==> src/rtl/regbank_arbiter.sv <==
// regbank_arbiter
//   Single-port arbiter/sequencer for the colour register bank. Three requesters
//   share the bank's one address/write port, in fixed priority:
//     1. VGA pixel reads      (never stalled, registered data one cycle later)
//     2. keypad colour cycle  (read-modify-write: value <= value + 1, wrapping)
//     3. display scanner      (one entry every DISP_PERIOD cycles, round robin)
//   This block is the only driver of the bank port.
//
// Ports
//   clk, rst                 clock (rising edge), asynchronous active-low reset
//   vga_req, vga_addr        VGA read request / address
//   vga_data, vga_valid      registered read data / one-cycle update pulse
//   key_opr, key_pos         keypad pulse / target entry
//   key_busy, key_drop       keypad request pending / pulse when a key_opr was ignored
//   disp_pos, disp_data      entry last shown on the 7-seg display and its colour
//   bank_addr, bank_we,
//   bank_wdata, bank_rdata   bank port (bank_rdata is combinational from bank_addr)
module regbank_arbiter #(
  parameter int AW          = 4,
  parameter int DW          = 3,
  parameter int DISP_PERIOD = 50000
) (
  input  logic          clk,
  input  logic          rst,
  input  logic          vga_req,
  input  logic [AW-1:0] vga_addr,
  output logic [DW-1:0] vga_data,
  output logic          vga_valid,
  input  logic          key_opr,
  input  logic [AW-1:0] key_pos,
  output logic          key_busy,
  output logic          key_drop,
  output logic [AW-1:0] disp_pos,
  output logic [DW-1:0] disp_data,
  output logic [AW-1:0] bank_addr,
  output logic          bank_we,
  output logic [DW-1:0] bank_wdata,
  input  logic [DW-1:0] bank_rdata
);

  localparam int            CW          = $clog2(DISP_PERIOD);
  localparam logic [CW-1:0] CNT_MAX     = CW'(DISP_PERIOD - 1);
  // The served DISP_RD cycle is itself the first cycle of the next period,
  // so scans land exactly DISP_PERIOD cycles apart.
  localparam logic [CW-1:0] CNT_RESTART = CW'(1);

  typedef enum logic [1:0] {IDLE, KEY_RD, KEY_WR, DISP_RD} state_t;

  state_t        state, state_nxt;
  logic          active;
  logic [AW-1:0] key_addr;
  logic [DW-1:0] key_rdata;
  logic [AW-1:0] scan_idx;
  logic [CW-1:0] cnt;

  logic vga_go, fsm_go, expired;
  logic rd_done, wr_done, disp_done, key_accept;

  function automatic logic [CW-1:0] sat_inc(input logic [CW-1:0] v);
    return (v == CNT_MAX) ? v : v + CW'(1);
  endfunction

  function automatic logic [DW-1:0] wrap_inc(input logic [DW-1:0] v);
    return v + DW'(1);
  endfunction

  // 'active' holds everything quiet until the first clock edge after reset
  // is released, so outputs stay 0 even if rst rises mid-cycle.
  assign vga_go    = active & vga_req;
  assign fsm_go    = active & ~vga_req;
  assign expired   = (cnt == CNT_MAX);
  assign rd_done   = fsm_go && (state == KEY_RD);
  assign wr_done   = fsm_go && (state == KEY_WR);
  assign disp_done = fsm_go && (state == DISP_RD);
  // A key pulse landing on the edge that finishes the write starts a new request.
  assign key_accept = active && key_opr && (!key_busy || wr_done);

  always_comb begin
    state_nxt  = state;
    bank_addr  = '0;
    bank_we    = 1'b0;
    bank_wdata = '0;
    if (vga_go) begin
      bank_addr = vga_addr;
    end else if (fsm_go) begin
      unique case (state)
        IDLE: begin
          // Key work (already pending or arriving now) wins over the scanner.
          if (key_busy || key_accept) state_nxt = KEY_RD;
          else if (expired)           state_nxt = DISP_RD;
        end
        KEY_RD: begin
          bank_addr = key_addr;
          state_nxt = KEY_WR;
        end
        KEY_WR: begin
          bank_addr  = key_addr;
          bank_we    = 1'b1;
          bank_wdata = wrap_inc(key_rdata);
          state_nxt  = IDLE;
        end
        DISP_RD: begin
          bank_addr = scan_idx;
          state_nxt = IDLE;
        end
        default: state_nxt = IDLE;
      endcase
    end
  end

  always_ff @(posedge clk or negedge rst) begin
    if (!rst) begin
      state     <= IDLE;
      active    <= 1'b0;
      vga_data  <= '0;
      vga_valid <= 1'b0;
      key_busy  <= 1'b0;
      key_drop  <= 1'b0;
      key_addr  <= '0;
      disp_pos  <= '0;
      disp_data <= '0;
      scan_idx  <= '0;
      cnt       <= '0;
    end else begin
      active    <= 1'b1;
      state     <= state_nxt;
      vga_valid <= vga_go;
      key_drop  <= active && key_opr && !key_accept;
      if (vga_go) vga_data <= bank_rdata;
      if (key_accept) begin
        key_busy <= 1'b1;
        key_addr <= key_pos;
      end else if (wr_done) begin
        key_busy <= 1'b0;
      end
      if (disp_done) begin
        disp_pos  <= scan_idx;
        disp_data <= bank_rdata;
        scan_idx  <= scan_idx + AW'(1);
        cnt       <= CNT_RESTART;
      end else if (active && (state == IDLE || state == DISP_RD)) begin
        cnt <= sat_inc(cnt);
      end
    end
  end

  // Read half of the keypad read-modify-write; only meaningful while in KEY_WR.
  always_ff @(posedge clk) begin
    if (rd_done) key_rdata <= bank_rdata;
  end

endmodule
==> config.mk <==
export PLATFORM = sky130hd
export DESIGN_NAME = regbank_arbiter
export DESIGN_NICKNAME = d
export VERILOG_FILES = /design/src/rtl/regbank_arbiter.sv
export SDC_FILE = /design/constraint.sdc
export NUM_CORES = 1
export LEC_CHECK = 0
export CAP_MARGIN = 30
export CORE_MARGIN = 2
export CORE_UTILIZATION = 30
export CTS_CLUSTER_SIZE = 8
export DETAILED_ROUTE_END_ITERATION = 12
export GPL_TIMING_DRIVEN = 1
export HOLD_SLACK_MARGIN = 0.15
export SLEW_MARGIN = 25
export SYNTH_ARGS = -nofsm -noshare
export SYNTH_HDL_FRONTEND = slang
export SYNTH_SLANG_ARGS = --single-unit
==> constraint.sdc <==
create_clock -name clk -period 5.6 [get_ports clk]
set_input_delay 1.4 -clock clk [delete_from_list [all_inputs] [get_ports clk]]
set_output_delay 1.4 -clock clk [all_outputs]
set_load 0.01 [all_outputs]
==> results of run 1 <==
power groups by stage:
stage	Clock (mW)	Combinational [mW]	Sequential (mW)
after floorplan	0	0.243	0.530
after global placement	0	0.367	0.546
after detailed placement	0	0.372	0.548
after CTS	0.212	0.376	0.542
after global routing	0.224	0.417	0.565
final	0.206	0.372	0.544
how the worst max path moves through the flow:
stage | startpoint | to | slack [ps] | cells after the start
3_3_place_gp | vga_req | bank_addr[3] | 1120 | 5
3_5_place_dp | vga_req | bank_wdata[2] | 1070 | 5
2_1_floorplan | vga_req | bank_wdata[2] | 2260 | 3
6_report | vga_req | bank_wdata[2] | 1070 | 5
4_1_cts | vga_req | bank_wdata[2] | 1060 | 5
5_1_grt | vga_req | bank_wdata[2] | 880 | 5
sequential cells by signal, indices dropped and copies added, names as in the netlist:
signal and cells:
key_rdata 3, key_addr 4, disp_data 3, active 1, disp_pos 4, vga_data 3
scan_idx 4, state 2, key_busy 1, cnt 16, vga_valid 1, key_drop 1
stage by stage:
step | std cells | total power, mW | area [um2] | util (%) | hold slack (ps)
global route | 337 | 1.21 | 2700 | 39.5 | 505
detailed placement | 328 | 0.920 | 2580 | 37.7 | 463
floorplan | 202 | 0.773 | 2140 | - | 467
finish | 337 | 1.12 | 2700 | 39.5 | 478
global placement | 328 | 0.913 | 2580 | 37.7 | 462
CTS | 336 | 1.13 | 2670 | 39.0 | 484
area by class of cell:
type                            count  area, um2
Sequential cell                    43       1090
Fill cell                         703       4140
Multi-Input combinational cell    148        997
Tap cell                           96        120
Clock inverter                      1       5.00
Clock buffer                        7       86.3
Timing Repair Buffer               36        373
Inverter                            6       22.5
worst register-to-register path: cells and delay by family, from the launching register on:
family,cells,cell delay [ps]
AO/OA/AOI/OAI,1,150
adder cells (fa/ha/maj),1,390
buffers and inverters,1,90
flip-flops,1,400
AND/OR/NAND/NOR,3,1200
cells by family (layout without fill, tap and decap cells):
| logic type | Yosys count | in the layout | synth area share (%) |
|---|---|---|---|
| adder cells (fa/ha/maj) | 8 | 8 | 4.68 |
| multiplexers | 10 | 10 | 5.15 |
| flip-flops | 43 | 43 | 51.1 |
| other | 1 | 1 | 0.175 |
| AND/OR/NAND/NOR | 91 | 91 | 23.1 |
| AO/OA/AOI/OAI | 25 | 25 | 8.26 |
| XOR/XNOR | 13 | 13 | 5.33 |
| buffers and inverters | 11 | 50 | 2.28 |
Yosys cell counts:
cell type	number
a21oi_1	8
a22o_1	4
a22oi_1	4
and2_1	2
and3_1	1
and4_1	2
and4_2	1
and4b_1	1
buf_6	1
clkbuf_1	4
conb_1	1
dfrtp_1	40
edfxtp_1	3
ha_1	8
inv_1	6
mux2_2	8
mux2i_1	2
nand2_1	36
nand3_1	9
nand3b_1	1
nand4_1	5
nand4b_4	1
nor2_1	13
nor2b_1	6
nor3_1	1
nor4_1	3
o21ai_0	6
o21ai_1	1
o41ai_1	1
o41ai_4	1
or3_1	2
or3_2	3
or3_4	1
or4b_1	1
or4b_4	2
xnor2_1	7
xor2_1	6
metal layers:
layer	track usage [%]	part of all wire (%)
met5	0	0
met4	7.02	2.4
met3	2.61	3.6
met2	17.8	43
met1	18.8	51
==> impl_results.md, run 1 <==
* Area leader, netlist: dfrtp_1
* Hpwl dp at 3.30 mm
* IO buf count at 35
* Gpl congestion at approximately 0.8
* DR iter-0 viols at 80
* RSZ-0062 raised after global routing: false
* Vias/cell at between 4 and 5
* Final setup vio count at 0
* Mapped Area at around 2100 um2
* Worst r2r src: state[0]
* Power Dens Cells at approximately 420 nW/um2
* Routed WL at approximately 4.6 mm
* Hold endpoint: disp_pos[0]
* R2R Setup Slk at between 3000 and 4000 ps
* Total global-route track usage at 12.9%
* Die width at around 88 um
* Syn Inst Count at 202
* FF+latch count, synth at 43
* Crit path DAT at 3130 ps
* Worst reg2reg path depth at 6
* Pre-CTS setup slack at 1070 ps
* CTS Buffer Depth at 2
* Combinational Power Share at roughly a third
* Area growth, synth to finish at 26.1%
* Leakage power at roughly 1.2 nW
* Sum Neg Setup Slack at 0 ps
* Hold Violations, Final at 0
* Antenna Nets Post-Route at 0
* Slew Limit Fails at 0
* Critical Path End Type: primary output
* Share of cells above drive strength 1 at 10.8%
* Worst hold path type: flip-flop to flip-flop
* I/O pins at 36
* # diodes at 0
* Synth Warn # at 0
* Top cell by count, worst path: clkdlybuf4s50_1
* Worst slew margin at 39.8%
* Largest stage delay, worst path at around 550 ps
* Worst r2r dst: cnt[15]
* Period utilization at approximately four fifths
* Via count at between 1500 and 2000
* # rows at 30
* Peak supply drop at approximately 140 uV
* Most frequent cells in the layout: dfrtp_1 (40), nand2_1 (36), clkdlybuf4s50_1 (34)
* Setup bufs post-CTS at 0
* Post-cts sizing count at 0
* Syn nets at ~230
* Hold depth at 2
* Initial Util at roughly 31%
* Top post-synthesis cells by area: dfrtp_1 (47%), nand2_1 (6.3%), ha_1 (4.7%), edfxtp_1 (4.2%), mux2_2 (4.2%)
* Sequential power share at ~49%
* First-pass GRT wire length at 7.58 mm
* Worst Hold Launch: disp_pos[0]
* Most common cell after layout, fill and taps aside: dfrtp_1
* Cts hold-fix bufs at 0
* Status: finished clean
* Cts bufs inserted at 5
* Initial antenna violation count at 0
* Max-cap viol count at 0
* Final Critical Period at around 4500 ps
* Clock-pin slew on the worst setup and hold paths at roughly 80 ps
* Sequential fraction of the synthesis area at roughly half
* Sw power at approximately 400 uW
* Clk_lat worst skew at a little under 300 ps
* Fmax achieved at between 200 and 250 MHz
* Root buf cell: clkbuf_8
* Setup slack after layout at ~1100 ps
* Grt total ovfl at 0
* Worst path cell trace: clkdlybuf4s50_1 > nor2b_1 > nand2_1 > nor2_1 > clkdlybuf4s50_1
* Yosys top cell area share at 46.8%
* Critical setup path kind: input pin to primary output
* Slowest cell on crit path: clkdlybuf4s50_1
* Clk sinks at 43
* Pint at slightly above 700 uW
* Skew final at 7.13 ps
* Clock share of power at between 15 and 20%
* CP delay by family, top: buffers and inverters
* CP Buf/Inv Count at 2
* CP max FO at 7
* Mean Syn Cell Area at between 10 and 15 um2
* Vias in the first global route at 1547
* Startpoint types: input pin
* CTS tree: done
* DR DRC count at 0
* Critical Path RT at ~4200 ps
* Die Footprint at between 7000 and 8000 um2
* Total core area at 6830 um2
* Post-synthesis cell type count at 37
* Die height at approximately 90 um
* Largest net degree at the start of global routing at 41
* H-tree depth at 2
* Routed WL per cell at 13.7 um
* Switch share at 35.7%
* 1st-pass router iterations at 4
* Count of nets after finishing at between 200 and 300
* Worst Tran Pin Value at about 900 ps
No activity file was read; power rests on OpenSTA's default activity.
==> run 2: changes to the inputs <==
==> constraint.sdc (replaced) <==
create_clock -name clk -period 4 [get_ports clk]
set_input_delay 1 -clock clk [delete_from_list [all_inputs] [get_ports clk]]
set_output_delay 1 -clock clk [all_outputs]
set_load 0.01 [all_outputs]
==> impl_results.md, run 2 (same netlist as run 1, synthesis figures left out) <==
* Slew Limit Fails at 0 (unchanged)
* Sum Neg Setup Slack at 0 ps (unchanged)
* Critical Path RT at 3000 ps (-1200 ps)
* Top reg by flops: cnt
* Power Dens Cells at 602 nW/um2 (+45%)
* IO buf count at 35 (unchanged)
* DR iter-0 viols at 107 (+34%)
* Count of nets after finishing at 264 (+0.38%)
* Hpwl dp at 3.38 mm (+2.4%)
* Critical Path End Type: primary output
* Max reg flops at 16 (unchanged)
* # diodes at 0 (unchanged)
* Critical setup path kind: input pin to primary output
* Share of cells above drive strength 1 at 11.6% (+0.78 points)
* Routed WL at 4.59 mm (-0.95%)
* Area growth, synth to finish at 26.9%
* # rows at 30 (unchanged)
* Initial Util at 31.3% (unchanged)
* Die Footprint at 7810 um2 (unchanged)
* Die width at 88.4 um (unchanged)
* Total power at 1.63 mW (+46%)
* Grt total ovfl at 0 (unchanged)
* Peak supply drop at 169 uV (+18%)
* Startpoint types: input pin
* CP max FO at 7 (unchanged)
* Status: finished clean
* Fmax achieved at ~270 MHz
* Total global-route track usage at 13.0% (+0.090 points)
* Total core area at 6830 um2 (unchanged)
* Most frequent cells in the layout: dfrtp_1 (40), nand2_1 (36), clkdlybuf4s50_1 (34)
* First-pass GRT wire length at 7.66 mm (+1.0%)
* Initial antenna violation count at 0 (unchanged)
* Root buf cell: clkbuf_8
* Skew final at 5.51 ps (-1.63 ps)
* Period utilization at 92.6%
* Worst slew margin at 62.2% (+22 points)
* DR DRC count at 0 (unchanged)
* Antenna Nets Post-Route at 0 (unchanged)
* Worst hold path type: flip-flop to flip-flop
* CTS Buffer Depth at 2 (unchanged)
* Worst Tran Pin Value at 568 ps (-335 ps)
* RSZ-0062 raised after global routing: false
* Die height at 88.4 um (unchanged)
* Clk sinks at 43 (unchanged)
* H-tree depth at 2 (unchanged)
* Clock-pin slew on the worst setup and hold paths at 80 ps (about the same)
* Max-cap viol count at 0 (unchanged)
* Crit path DAT at 2700 ps (-430 ps)
* Pre-CTS setup slack at 279 ps (-788 ps)
* Most common cell after layout, fill and taps aside: dfrtp_1
* Cts bufs inserted at 5 (unchanged)
* 1st-pass router iterations at 4 (unchanged)
* Gpl congestion at 0.837 (+4.4%)
* I/O pins at 36 (unchanged)
* Post-cts sizing count at 0 (unchanged)
* Vias in the first global route at 1605 (+3.7%)
* Final Critical Period at between 3000 and 4000 ps
* Leakage power at 1.16 nW (+1.0%)
* Clk_lat worst skew at 290 ps (about the same)
* Vias/cell at 4.70 (-0.11%)
* Cts hold-fix bufs at 0 (unchanged)
* CTS tree: done
* Via count at 1590 (+0.19%)
* Routed WL per cell at 13.6 um (-1.2%)
* Largest net degree at the start of global routing at 41 (unchanged)
* Hold Violations, Final at 0 (unchanged)
* Final setup vio count at 0 (unchanged)
* Setup bufs post-CTS at 0 (unchanged)
* Setup slack after layout at 297 ps (-770 ps)
## run 2: worst paths after layout
check | startpoint | slack (ps) | cells after the start | end
setup reg to reg | state[0] | 1690 | 6 | cnt[15]
max in group asynchronous | rst | 2960 | 1 | cnt[5]
hold / removal | disp_data[0] | 480 | 2 | disp_data[0]
setup / recovery | vga_req | 300 | 5 | bank_addr[1]
min in group asynchronous | rst | 680 | 1 | disp_pos[2]
hold reg to reg | disp_data[0] | 480 | 2 | disp_data[0]
## run 2: layer usage
layer  track usage [%]  vias up  share of wire (%)
li1                  -      782                  -
met1              18.4      770                 50
met2              18.8       29                 45
met3              2.89        9                3.1
met4              6.06        0                2.0
met5                 0        -                  0
## run 2: cell type report
type,instances,area (um2)
clock buffer,6,82.6
clock inverter,2,35.0
fill,701,4120
inverter,6,22.5
multi-input combinational,148,997
sequential,43,1090
tap,96,120
timing repair buffer,37,363
## run 2: critical path: stages
cell             delay (ps)
clkdlybuf4s50_1         550
nor2_1                  340
a22oi_1                 110
nor2b_1                 150
clkdlybuf4s50_1         550
## run 2: through the flow
stage | hold slack [ps] | cell area (um2) | cells | util (%)
after floorplan | 467 | 2140 | 202 | -
after global placement | 464 | 2590 | 330 | 37.9
after detailed placement | 467 | 2590 | 330 | 37.9
after CTS | 485 | 2710 | 338 | 39.7
after global routing | 523 | 2710 | 338 | 39.7
final | 481 | 2710 | 338 | 39.7
## run 2: power breakdown
group | total, mW | internal [mW] | switching, mW
clock network | 0.351 | 0.202 | 0.149
logic | 0.519 | 0.275 | 0.244
registers | 0.764 | 0.594 | 0.170
total | 1.63 | 1.07 | 0.562
==> run 3: changes to the inputs <==
==> constraint.sdc (replaced) <==
create_clock -name clk -period 4.3 [get_ports clk]
set_input_delay 1.075 -clock clk [delete_from_list [all_inputs] [get_ports clk]]
set_output_delay 1.075 -clock clk [all_outputs]
set_load 0.01 [all_outputs]
==> impl_results.md, run 3 (same netlist as run 1, synthesis figures left out) <==
* Critical Path End Type: primary output
* Area growth, synth to finish at 25.2%
* DR iter-0 viols at 83 (-22%)
* Total core area at 6830 um2 (unchanged)
* Clk sinks at 43 (unchanged)
* Max-cap viol count at 0 (unchanged)
* Vias in the first global route at 1645 (+2.5%)
* Initial antenna violation count at 0 (unchanged)
* M3 GR Usage at 3.26% (+0.37 points)
* CP max FO at 7 (unchanged)
* Final setup vio count at 0 (unchanged)
* Cts hold-fix bufs at 0 (unchanged)
* Worst Tran Pin Value at 597 ps (+29.2 ps)
* Routed WL per cell at 13.8 um (+1.4%)
* Fmax achieved at about 250 MHz
* Worst slew margin at 60.2% (-1.9 points)
* Slowest cell on crit path: clkdlybuf4s50_1
* Most frequent cells in the layout: dfrtp_1 (40), nand2_1 (36), clkdlybuf4s50_1 (34)
* Critical setup path kind: input pin to primary output
* Count of nets after finishing at 263 (-0.38%)
* Most common cell after layout, fill and taps aside: dfrtp_1
* Grt peak-use layer: met1
* Post-cts sizing count at 0 (unchanged)
* # rows at 30 (unchanged)
* # diodes at 0 (unchanged)
* Die Footprint at 7810 um2 (unchanged)
* Top reg by flops: cnt
* Worst path cell trace: clkdlybuf4s50_1 > nor2b_1 > nand2_1 > nor2_1 > clkdlybuf4s50_1
* Grt total ovfl at 0 (unchanged)
* DR DRC count at 0 (unchanged)
* RSZ-0062 raised after global routing: false
* Startpoint types: input pin
* Vias/cell at 4.64 (-1.4%)
* Hold slack at 486 ps (+4.95 ps)
* Period utilization at around nine tenths
* Cts bufs inserted at 5 (unchanged)
* Hold Violations, Final at 0 (unchanged)
* Design area at 2680 um2 (-1.3%)
* Met2 Track Usage GR at 18.5% (-0.34 points)
* GR Util met1 at 18.9% (+0.50 points)
* Power Dens Cells at 543 nW/um2 (-9.9%)
* Clk_lat worst skew at 290 ps (about the same)
* Cell area after placement at 2580 um2 (-0.29%)
* Total power at 1.45 mW (-11%)
* IO buf count at 35 (unchanged)
* Die width at 88.4 um (unchanged)
* CP Buf/Inv Count at 2 (unchanged)
* Skew final at 3.83 ps (-1.68 ps)
* Sum Neg Setup Slack at 0 ps (unchanged)
* Max reg flops at 16 (unchanged)
* Peak supply drop at 138 uV (-18%)
* Largest stage delay, worst path at 560 ps (about the same)
* Die height at 88.4 um (unchanged)
* Antenna Nets Post-Route at 0 (unchanged)
* Initial Util at 31.3% (unchanged)
* First-pass GRT wire length at 7.88 mm (+2.9%)
* Total global-route track usage at 13.1% (+0.12 points)
* Gpl congestion at 0.838 (+0.20%)
* Top cell by count, worst path: clkdlybuf4s50_1
* Worst hold path type: flip-flop to flip-flop
* Leakage power at 1.14 nW (-2.2%)
* Largest net degree at the start of global routing at 41 (unchanged)
* Critical Path RT at 3220 ps (+220 ps)
* Hpwl dp at 3.27 mm (-3.5%)
* Setup bufs post-CTS at 0 (unchanged)
* H-tree depth at 2 (unchanged)
* Routed WL at 4.64 mm (+1.1%)
* CP delay by family, top: buffers and inverters
* Status: finished clean
* CTS tree: done
* Root buf cell: clkbuf_8
* Crit path DAT at 2880 ps (+180 ps)
* Share of cells above drive strength 1 at 11.2% (-0.37 points)
* Via count at 1563 (-1.7%)
* Final Critical Period at a little under 4000 ps
* Slew Limit Fails at 0 (unchanged)
* 1st-pass router iterations at 4 (unchanged)
* Clock-pin slew on the worst setup and hold paths at 90 ps (about the same)
* CTS Buffer Depth at 2 (unchanged)
* I/O pins at 36 (unchanged)
-- run 3: cell types whose count changed in the layout (fill, tap and decap cells not counted) --
cell        before  now
clkinvlp_4       0    2
clkbuf_8         6    5
bufinv_16        1    0
buf_4            3    2
-- run 3: report_power, final --
| group | internal [mW] | leakage, nW | total [mW] | switching (mW) |
|---|---|---|---|---|
| Sequential | 0.552 | 0.530 | 0.709 | 0.157 |
| Clock | 0.113 | 0.0402 | 0.257 | 0.144 |
| Combinational | 0.257 | 0.568 | 0.486 | 0.229 |
| Total | 0.922 | 1.14 | 1.45 | 0.530 |
-- run 3: stage by stage --
stage | worst slack [ps] | util [%] | cells
4_1_cts | 376 | 39.1 | 337
3_5_place_dp | 385 | 37.8 | 329
6_report | 349 | 39.2 | 337
2_1_floorplan | 1610 | - | 202
5_1_grt | 214 | 39.2 | 337
3_3_place_gp | 474 | 37.8 | 329
-- run 3: area by class of cell --
type / instances / area (um2)
multi-input cells: 148 / 997
clock buffers: 5 / 68.8
inverters: 6 / 22.5
fillers: 699 / 4160
well taps: 96 / 120
flip-flops and latches: 43 / 1090
clock inverters: 3 / 20.0
repair buffers: 36 / 355
-- run 3: routing by layer --
| layer | part of all wire [%] | vias up | routed length, um |
|---|---|---|---|
| li1 | - | 784 | - |
| met1 | 50 | 739 | 2330 |
| met2 | 44 | 32 | 2040 |
| met3 | 3.7 | 8 | 171 |
| met4 | 2.0 | 0 | 95 |
| met5 | 0 | - | 0 |
-- run 3: path summary, 6_finish.rpt --
check	start	cells after the start	slack [ps]	endpoint
min	disp_pos[0]	2	490	disp_pos[0]
max	vga_req	5	350	bank_wdata[2]
min reg2reg	disp_pos[0]	2	490	disp_pos[0]
max reg2reg	state[0]	6	2020	cnt[15]
min in group asynchronous	rst	1	760	disp_pos[3]
max in group asynchronous	rst	1	3190	key_busy
-- run 3: worst reg2reg max path, stage by stage, from the launching register on --
cell	delay, ps
dfrtp_1	400
inv_1	90
ha_1	390
nand4b_4	250
or3_4	430
or4b_1	510
a21oi_1	150
